===== src/rtl/maze_pkg.sv =====
// Shared constants and FSM encoding for the maze renderer.
// Included by every maze RTL file that needs grid sizes or state names.
package maze_pkg;
  localparam int MAZE_DIM     = 32;
  localparam int CELL_W       = 5;
  localparam int ADDR_W       = 10;
  localparam int COLOUR_W     = 3;
  localparam int COORD_W      = 10;
  localparam int DEF_CELL_PX  = 3;
  localparam int DEF_X_OFFSET = 32;
  localparam int DEF_Y_OFFSET = 12;

  typedef enum logic [2:0] {
    ST_IDLE,
    ST_READ,
    ST_WAIT,
    ST_DRAW,
    ST_DONE
  } state_t;
endpackage


===== src/rtl/maze_cell_scanner.sv =====
// Raster-order cell counter for the maze grid: clear, advance with row wrap,
// and a flag marking the final cell of the grid.
module maze_cell_scanner
  import maze_pkg::*;
(
  input  logic              clk,
  input  logic              resetn,
  input  logic              clr,
  input  logic              inc,
  output logic [CELL_W-1:0] cell_x,
  output logic [CELL_W-1:0] cell_y,
  output logic [CELL_W-1:0] next_x,
  output logic [CELL_W-1:0] next_y,
  output logic              last_cell
);
  localparam logic [CELL_W-1:0] CELL_MAX = CELL_W'(MAZE_DIM - 1);

  logic [CELL_W-1:0] cell_x_q, cell_x_d;
  logic [CELL_W-1:0] cell_y_q, cell_y_d;

  always_comb begin
    next_x   = (cell_x_q == CELL_MAX) ? '0 : cell_x_q + 1'b1;
    next_y   = (cell_x_q == CELL_MAX) ? cell_y_q + 1'b1 : cell_y_q;
    cell_x_d = cell_x_q;
    cell_y_d = cell_y_q;
    if (clr) begin
      cell_x_d = '0;
      cell_y_d = '0;
    end else if (inc) begin
      cell_x_d = next_x;
      cell_y_d = next_y;
    end
  end

  always_ff @(posedge clk) begin
    if (!resetn) begin
      cell_x_q <= '0;
      cell_y_q <= '0;
    end else begin
      cell_x_q <= cell_x_d;
      cell_y_q <= cell_y_d;
    end
  end

  assign cell_x    = cell_x_q;
  assign cell_y    = cell_y_q;
  assign last_cell = (cell_x_q == CELL_MAX) && (cell_y_q == CELL_MAX);
endmodule


===== src/rtl/draw_maze_vga.sv =====
// Redraws the whole maze to a VGA adapter: per cell, read mazeRAM, wait one
// cycle for data, then plot a CELL_PX x CELL_PX square; all outputs registered.
module draw_maze_vga
  import maze_pkg::*;
#(
  parameter int CELL_PX  = DEF_CELL_PX,
  parameter int X_OFFSET = DEF_X_OFFSET,
  parameter int Y_OFFSET = DEF_Y_OFFSET
) (
  input  logic          clk,
  input  logic          resetn,
  input  logic          start,
  output logic [9:0]    ram_address,
  input  logic [2:0]    ram_q,
  output logic [7:0]    vga_x,
  output logic [6:0]    vga_y,
  output logic [2:0]    vga_colour,
  output logic          plot,
  output logic          busy,
  output logic          done
);
  localparam int PX_W = (CELL_PX > 1) ? $clog2(CELL_PX) : 1;
  localparam logic [PX_W-1:0] PX_LAST = PX_W'(CELL_PX - 1);

  state_t                state_q, state_d;
  logic [PX_W-1:0]       px_q, px_d, py_q, py_d;
  logic [COLOUR_W-1:0]   colour_q, colour_d;
  logic [ADDR_W-1:0]     ram_address_q, ram_address_d;
  logic [7:0]            vga_x_q, vga_x_d;
  logic [6:0]            vga_y_q, vga_y_d;
  logic                  plot_q, plot_d;
  logic                  busy_q, busy_d;
  logic                  done_q, done_d;

  logic                  scan_clr, scan_inc, last_cell;
  logic [CELL_W-1:0]     cell_x, cell_y, next_x, next_y;
  logic [COORD_W-1:0]    base_x, base_y, pix_x, pix_y;

  maze_cell_scanner u_scanner (
    .clk       (clk),
    .resetn    (resetn),
    .clr       (scan_clr),
    .inc       (scan_inc),
    .cell_x    (cell_x),
    .cell_y    (cell_y),
    .next_x    (next_x),
    .next_y    (next_y),
    .last_cell (last_cell)
  );

  // Cell origin on screen; kept wide so the truncation happens only at the ports.
  assign base_x = COORD_W'(X_OFFSET) + COORD_W'(CELL_PX) * COORD_W'(cell_x);
  assign base_y = COORD_W'(Y_OFFSET) + COORD_W'(CELL_PX) * COORD_W'(cell_y);

  always_comb begin
    state_d       = state_q;
    px_d          = px_q;
    py_d          = py_q;
    colour_d      = colour_q;
    ram_address_d = ram_address_q;
    vga_x_d       = vga_x_q;
    vga_y_d       = vga_y_q;
    plot_d        = 1'b0;
    busy_d        = busy_q;
    done_d        = done_q;
    scan_clr      = 1'b0;
    scan_inc      = 1'b0;
    pix_x         = base_x;
    pix_y         = base_y;

    case (state_q)
      ST_IDLE, ST_DONE: begin
        if (start) begin
          state_d       = ST_READ;
          scan_clr      = 1'b1;
          px_d          = '0;
          py_d          = '0;
          ram_address_d = '0;
          busy_d        = 1'b1;
          done_d        = 1'b0;
        end
      end
      ST_READ: state_d = ST_WAIT;
      ST_WAIT: begin
        state_d  = ST_DRAW;
        colour_d = ram_q;
        plot_d   = 1'b1;
        px_d     = '0;
        py_d     = '0;
      end
      ST_DRAW: begin
        if (px_q != PX_LAST) begin
          px_d   = px_q + 1'b1;
          plot_d = 1'b1;
        end else if (py_q != PX_LAST) begin
          px_d   = '0;
          py_d   = py_q + 1'b1;
          plot_d = 1'b1;
        end else begin
          px_d = '0;
          py_d = '0;
          if (last_cell) begin
            state_d = ST_DONE;
            busy_d  = 1'b0;
            done_d  = 1'b1;
          end else begin
            state_d       = ST_READ;
            scan_inc      = 1'b1;
            ram_address_d = {next_y, next_x};
          end
        end
      end
      default: state_d = ST_IDLE;
    endcase

    // Pixel coordinates follow the pixel counters of the cycle being plotted.
    if (plot_d) begin
      pix_x   = base_x + COORD_W'(px_d);
      pix_y   = base_y + COORD_W'(py_d);
      vga_x_d = pix_x[7:0];
      vga_y_d = pix_y[6:0];
    end
  end

  always_ff @(posedge clk) begin
    if (!resetn) begin
      state_q       <= ST_IDLE;
      px_q          <= '0;
      py_q          <= '0;
      colour_q      <= '0;
      ram_address_q <= '0;
      vga_x_q       <= '0;
      vga_y_q       <= '0;
      plot_q        <= 1'b0;
      busy_q        <= 1'b0;
      done_q        <= 1'b0;
    end else begin
      state_q       <= state_d;
      px_q          <= px_d;
      py_q          <= py_d;
      colour_q      <= colour_d;
      ram_address_q <= ram_address_d;
      vga_x_q       <= vga_x_d;
      vga_y_q       <= vga_y_d;
      plot_q        <= plot_d;
      busy_q        <= busy_d;
      done_q        <= done_d;
    end
  end

  assign ram_address = ram_address_q;
  assign vga_x       = vga_x_q;
  assign vga_y       = vga_y_q;
  assign vga_colour  = colour_q;
  assign plot        = plot_q;
  assign busy        = busy_q;
  assign done        = done_q;
endmodule


===== config.mk =====
export PLATFORM = sky130hd
export DESIGN_NAME = draw_maze_vga
export DESIGN_NICKNAME = d
export VERILOG_FILES = /design/src/rtl/maze_pkg.sv /design/src/rtl/maze_cell_scanner.sv /design/src/rtl/draw_maze_vga.sv
export SDC_FILE = /design/constraint.sdc
export NUM_CORES = 1
export LEC_CHECK = 0
export CORE_ASPECT_RATIO = 0.5
export CORE_UTILIZATION = 59
export CTS_CLUSTER_DIAMETER = 40
export DETAILED_ROUTE_END_ITERATION = 16
export PLACE_DENSITY = 0.83
export SYNTH_ARGS = -nofsm -noshare
export SYNTH_HDL_FRONTEND = slang
export SYNTH_HIERARCHICAL = 1
export SYNTH_SLANG_ARGS = --single-unit

===== constraint.sdc =====
create_clock -name clk -period 6.6 [get_ports clk]
set_clock_uncertainty 0.05 [all_clocks]
set_input_delay 0.66 -clock clk [delete_from_list [all_inputs] [get_ports clk]]
set_output_delay 0.66 -clock clk [all_outputs]
set_load 0.01 [all_outputs]

==> results.md, run 1 <==
* Fin nets at 353
* Total CTS buffers at 5
* ANT cells at 0
* Postcts setup bufs at 0
* Antenna violations before repair at 0
* First-pass GRT wire length at 9140 um
* Post-DP Area at 3020 sq um
* Post-route cell area at 3140 sq um
* Worst Setup Start Kind: input pin
* Post-cts sizing count at 0
* CP arrival at 3.91 ns
* CTS tree: yes
* Fillers at 307
* DRC errors left at 0
* Area grow syn2layout at 17.4%
* Buf/Inv on CP at 3
* Root cell of the clock tree: clkbuf_8
* CP Class: in2reg
* Worst-case clock buffer depth at 2
* Post-CTS Hold Buffers at 0
* Initial core utilization at 64.9%
* H-tree depth at 2
* Setup_tns at 0 ns
* Largest net degree at the start of global routing at 40
* Post-layout util at 76.2%
* Final wirelength at 5410 um
* Status: completed
* Critical Path Slowest Stage Cell: clkdlybuf4s50_1
* Switching part of the total at 23.6%
* CTS Sinks at 48
* Number of flops mapped to enable cells by yosys at 0
* Multi-input logic area at 1520 sq um
* Main flop type after synthesis: dfxtp_1
* Critical path cell sequence: clkdlybuf4s50_1, nor3b_4, nor2_1, a21oi_1, fa_1, inv_1, ha_1, inv_1, fa_1, nand2b_1, a21boi_0, o211ai_1, a21boi_1
* Die area at 4820 sq um
* Setup violations, final at 0
* TritonRoute pass-1 iters at 5
* Netlist Area Pre-Place at 2680 sq um
* Max Freq at 0.268 GHz
* Final Wtd Congestion at 0.794
* Worst Tran Pin Value at 0.677 ns
* Slew headroom at 54.8%
* ANT nets after route at 0
* Worst EP required at 6.78 ns
* Tcrit/Tclk final at 56.5%
* Vias in the first global route at 1988
* Slew Viols, Final at 0
* Via-per-instance ratio at 5.64
* Post-synth ARST share at 0%
* Period minus WS final at 3.73 ns
* FF+latch area at 961 sq um
* Remaining global-route overflow at 0
* Placement row count at 16
* Cells after synthesis at 289
* Internal at 445 uW
* Number of port buffers at 36
* Clock power share at 39.0%
* Max cap viols at 0
* Drt wl/cell at 14.5 um
* Tot GR Track Use at 23.8%
* Die H at 49.6 um
* Clk_lat worst skew at 0.31 ns
* Comb power frac at 9.0%
* Layout cells sized above 1 at 5.63%
* Syn_area_per_cell at 9.26 sq um
* Initial drt markers at 88
* Worst min-delay path class: reg2reg
* Top delay family on crit path: compound AO/OA/AOI/OAI gates
* Chip Width at 97.2 um
* Sw power at 137 uW
* Pwr dens at 185 nW/um^2
* Ys Warns at 6
* IR drop worst, VDD at 0.130 mV
* Detailed placement HPWL at 3860 um
* RSZ-0062 raised after global routing: false
* Top Ports at 37
* Syn Nets at 323
* Flop pwr share at 52.0%
* Post-synth cell types at 47
* Worst setup EP type: flip-flop
* Seq cells post-synth at 48
* Worst-path clk slew at 0.09 ns
* Worst-path maximum fanout at 8
* Final hold violation count at 0
* Leakage at 0.00132 uW
* CORE AREA at 4120 sq um
* Slowest cell delay on critical path at 0.48 ns
* Seq/Total Area, Yosys at 35.9%
* Vias post-DR at 2109
-- layout by cell type, fill, tap and decap left out, drive strengths merged, types with 4 or more instances in the layout --
cell type,instances
dfxtp,48
clkdlybuf4s50,36
inv,25
ha,24
nand2,22
nor2,17
a21boi,17
nand3,15
nor2b,10
o21ai,9
mux2i,9
xnor2,7
a21oi,7
clkbuf,6
a21o,5
o22ai,5
nand2b,5
xor2,5
a31oi,5
nand3b,4
fa,4
nor3b,4
mux2,4
-- power by group through the flow --
| stage | Clock, uW | Sequential (uW) | Combinational, uW |
|---|---|---|---|
| after global placement | 0 | 309 | 51.4 |
| after floorplan | 0 | 309 | 35.9 |
| after detailed placement | 0 | 309 | 52.6 |
| final | 227 | 303 | 52.6 |
| after global routing | 240 | 304 | 56.9 |
| after CTS | 231 | 302 | 52.8 |
-- worst min-delay path: stages, from the launching register on --
cell and delay (ns):
dfxtp_1 0.32, nand2_1 0.05, a21boi_1 0.05
-- routing by layer --
layer  vias to the layer above  wire length (um)  track usage [%]
met1                       998              2740             32.2
met5                         -                 0                0
met4                         0                71             6.86
met3                        11               277             5.67
met2                        59              2320             38.4
li1                       1041                 -                -
-- cell usage after synthesis (all sizes together), types with 7 or more instances --
master	instances	area, sq um
a21boi	17	128
a21oi	7	46.3
buf	9	72.6
dfxtp	48	961
ha	24	300
inv	25	98.9
mux2i	9	90.1
nand2	22	90.1
nand3	15	75.1
nor2	17	63.8
nor2b	10	62.6
o21ai	9	45.0
xnor2	7	61.3
-- worst paths after layout --
kind,start,endpoint,slack [ns],cells after the start
worst min register to register,ram_address[8],ram_address[8],0.41,2
worst max register to register,state_q[0],vga_y[5],3.17,11
worst max-delay path,start,vga_x[7],2.87,13
worst min-delay path,ram_address[8],ram_address[8],0.41,2
-- registers in the layout (all words and copies together) (netlist names) --
name	count
busy	1
plot	1
state_q	3
u_scanner/cell_y	5
vga_y	7
u_scanner/cell_x	5
px_q	2
vga_x	8
vga_colour	3
py_q	2
ram_address	10
done	1
-- cell families after synthesis --
kind of cell,share of synthesized area (%)
flops,35.9
xor+xnor,3.93
simple gates,18.8
mux,5.19
fa+ha+maj,14.2
buf+inv,7.11
compound gates,14.8
-- final cells by class --
type	count	share of cell area, %
inverter	25	3.15
timing repair buffer	37	11.7
sequential	48	30.6
clock inverter	2	1.24
tap	54	2.15
multi-input combinational	202	48.5
clock buffer	6	2.63
-- stage by stage --
| step | hold WS [ns] | total power (uW) | worst slack, ns | std cells |
|---|---|---|---|---|
| 6_report | 0.406 | 582 | 2.87 | 374 |
| 3_3_place_gp | 0.389 | 360 | 2.86 | 366 |
| 5_1_grt | 0.438 | 601 | 2.75 | 374 |
| 2_1_floorplan | 0.413 | 345 | 3.55 | 289 |
| 4_1_cts | 0.409 | 587 | 2.96 | 374 |
| 3_5_place_dp | 0.397 | 362 | 2.63 | 366 |
(Power assumes the default switching activity.)
==> run 2, diff against run 1 <==
--- a/config.mk
+++ b/config.mk
@@ -6,10 +6,10 @@
 export NUM_CORES = 1
 export LEC_CHECK = 0
 export CORE_ASPECT_RATIO = 0.5
-export CORE_UTILIZATION = 59
+export CORE_UTILIZATION = 55
 export CTS_CLUSTER_DIAMETER = 40
 export DETAILED_ROUTE_END_ITERATION = 16
-export PLACE_DENSITY = 0.83
+export PLACE_DENSITY = 0.78
 export SYNTH_ARGS = -nofsm -noshare
 export SYNTH_HDL_FRONTEND = slang
 export SYNTH_HIERARCHICAL = 1
==> constraint.sdc (replaced) <==
create_clock -name clk -period 3.5 [get_ports clk]
set_clock_uncertainty 0.05 [all_clocks]
set_input_delay 0.35 -clock clk [delete_from_list [all_inputs] [get_ports clk]]
set_output_delay 0.35 -clock clk [all_outputs]
set_load 0.01 [all_outputs]
==> results.md, run 2 (same netlist as run 1, synthesis figures left out) <==
* Die H at 51.3 um (+3.4%)
* Worst-case clock buffer depth at 2 (unchanged)
* Setup violations, final at 0 (unchanged)
* Post-DP Area at 3060 sq um (+1.2%)
* Worst Setup Start Kind: flip-flop
* Remaining global-route overflow at 0 (unchanged)
* Setup_tns at 0 ns (unchanged)
* CP Class: reg2reg
* Worst EP required at 3.62 ns (-3.16 ns)
* Slowest cell delay on critical path at 0.56 ns (+0.08 ns)
* ANT nets after route at 0 (unchanged)
* Antenna violations before repair at 0 (unchanged)
* Post-CTS Hold Buffers at 0 (unchanged)
* Tcrit/Tclk final at 88.8%
* Slew Viols, Final at 0 (unchanged)
* Max cap viols at 0 (unchanged)
* Via-per-instance ratio at 5.30 (-6.0%)
* H-tree depth at 2 (unchanged)
* Final wirelength at 5250 um (-3.0%)
* Initial core utilization at 59.0% (-5.8 points)
* Critical path cell sequence: nand3b_1, nor3b_1, a22oi_1, fa_1, inv_1, ha_1, fa_1, a21o_1, a21oi_1, xor2_1, o22ai_1
* Postcts setup bufs at 0 (unchanged)
* Top Ports at 37 (unchanged)
* R2r endpoint: vga_y[5]
* Worst-path clk slew at 0.10 ns (about the same)
* Tot GR Track Use at 22.4% (-1.4 points)
* Placement row count at 17 (+1)
* Area grow syn2layout at 18.4%
* Number of port buffers at 36 (unchanged)
* Layout cells sized above 1 at 6.50% (+0.88 points)
* Vias in the first global route at 1882 (-5.3%)
* CP arrival at 3.22 ns (-0.69 ns)
* Vias post-DR at 2063 (-2.2%)
* RSZ-0062 raised after global routing: false
* Detailed placement HPWL at 3730 um (-3.3%)
* Most frequent cells in the layout: 48 x dfxtp_1, 36 x clkdlybuf4s50_1, 24 x inv_1, 24 x ha_1, 21 x nand2_1
* Initial drt markers at 58 (-34%)
* CTS Sinks at 48 (unchanged)
* Final hold violation count at 0 (unchanged)
* DRC errors left at 0 (unchanged)
* Clk_lat worst skew at 0.31 ns (about the same)
* Fin nets at 356 (+0.85%)
* Critical R2R Launch: state_q[1]
* Worst min-delay path class: reg2reg
* R2r setup slk at 0.39 ns (-2.78 ns)
* First-pass GRT wire length at 8890 um (-2.6%)
* Total CTS buffers at 5 (unchanged)
* Commonest non-fill, non-tap cell in the layout: dfxtp_1
* Reg2reg path depth at 11 (unchanged)
* Chip Width at 101 um (+3.5%)
* Critical path's most frequent cell: fa_1
* Drt wl/cell at 13.5 um (-6.7%)
* Largest net degree at the start of global routing at 29 (-28%)
* Final Wtd Congestion at 0.837 (+5.5%)
* Worst Tran Pin Value at 0.670 ns (-0.00665 ns)
* Die area at 5160 sq um (+7.0%)
* Post-cts sizing count at 0 (unchanged)
* Max Freq at 0.322 GHz
* ANT cells at 0 (unchanged)
* CTS tree: yes
* Critical Path Slowest Stage Cell: fa_1
* Worst setup EP type: flip-flop
* Hold wc startpoint: ram_address[4]
* CORE AREA at 4530 sq um (+9.9%)
* Cell count of the worst hold path at 2 (unchanged)
* Worst Hold Path EP: ram_address[4]
* Pwr dens at 342 nW/um^2 (+84%)
* Status: completed
* Period minus WS final at 3.11 ns
* Slew headroom at 55.2% (+0.44 points)
* Post-route cell area at 3170 sq um (+0.88%)
* Root cell of the clock tree: clkbuf_8
* Largest register FFs at 10 (unchanged)
* Leakage at 0.00133 uW (+0.64%)
* Worst-path maximum fanout at 7 (-1)
* TritonRoute pass-1 iters at 4 (-1)
* IR drop worst, VDD at 0.202 mV (+55%)
## run 2: how the worst max path moves through the flow
stage                           from  depth (start not counted)  slack, ns        to
final                     state_q[1]                         11       0.39  vga_y[5]
after global routing      state_q[1]                         11       0.11  vga_y[5]
after CTS                 state_q[1]                         11       0.38  vga_y[5]
after detailed placement       start                         13       0.11  vga_x[5]
after global placement         start                         13       0.19  vga_x[5]
after floorplan           state_q[0]                         12       0.64  vga_y[5]
## run 2: cell type report
| cell class | instances | area (sq um) |
|---|---|---|
| clock buffers | 5 | 68.8 |
| clock inverters | 3 | 42.5 |
| fillers | 386 | 1360 |
| inverters | 25 | 98.8 |
| multi-input cells | 202 | 1520 |
| flip-flops and latches | 48 | 961 |
| well taps | 66 | 82.6 |
| repair buffers | 40 | 390 |
## run 2: power breakdown
group          switching [uW]  internal [uW]
clock network             197            212
logic                    57.0           49.4
registers                8.16            558
total                     263            820
## run 2: per-layer routing
metal	wire length, um	vias to the layer above	part of all wire, %	track usage [%]
li1	-	1049	-	-
met3	220	8	4.2	4.65
met2	2130	50	41	33.4
met4	48	0	0.91	7.49
met1	2850	956	54	32.2
met5	0	-	0	0
## run 2: stage by stage
stage	std cells	power, uW	util, %	hold WS, ns	setup WS (ns)
after CTS	389	1090	69.9	0.411	0.381
after floorplan	289	651	-	0.413	0.638
after global routing	389	1120	69.9	0.430	0.112
final	389	1080	69.9	0.406	0.391
after global placement	381	683	67.5	0.388	0.187
after detailed placement	381	685	67.5	0.399	0.112
## run 2: worst max-delay path: cells and delay by family, from the launching register on
family / cells / cell delay, ns
adder cells (fa/ha/maj): 3 / 1.18
AO/OA/AOI/OAI: 4 / 0.60
flip-flops: 1 / 0.48
AND/OR/NAND/NOR: 2 / 0.47
XOR/XNOR: 1 / 0.16
buffers and inverters: 1 / 0.04
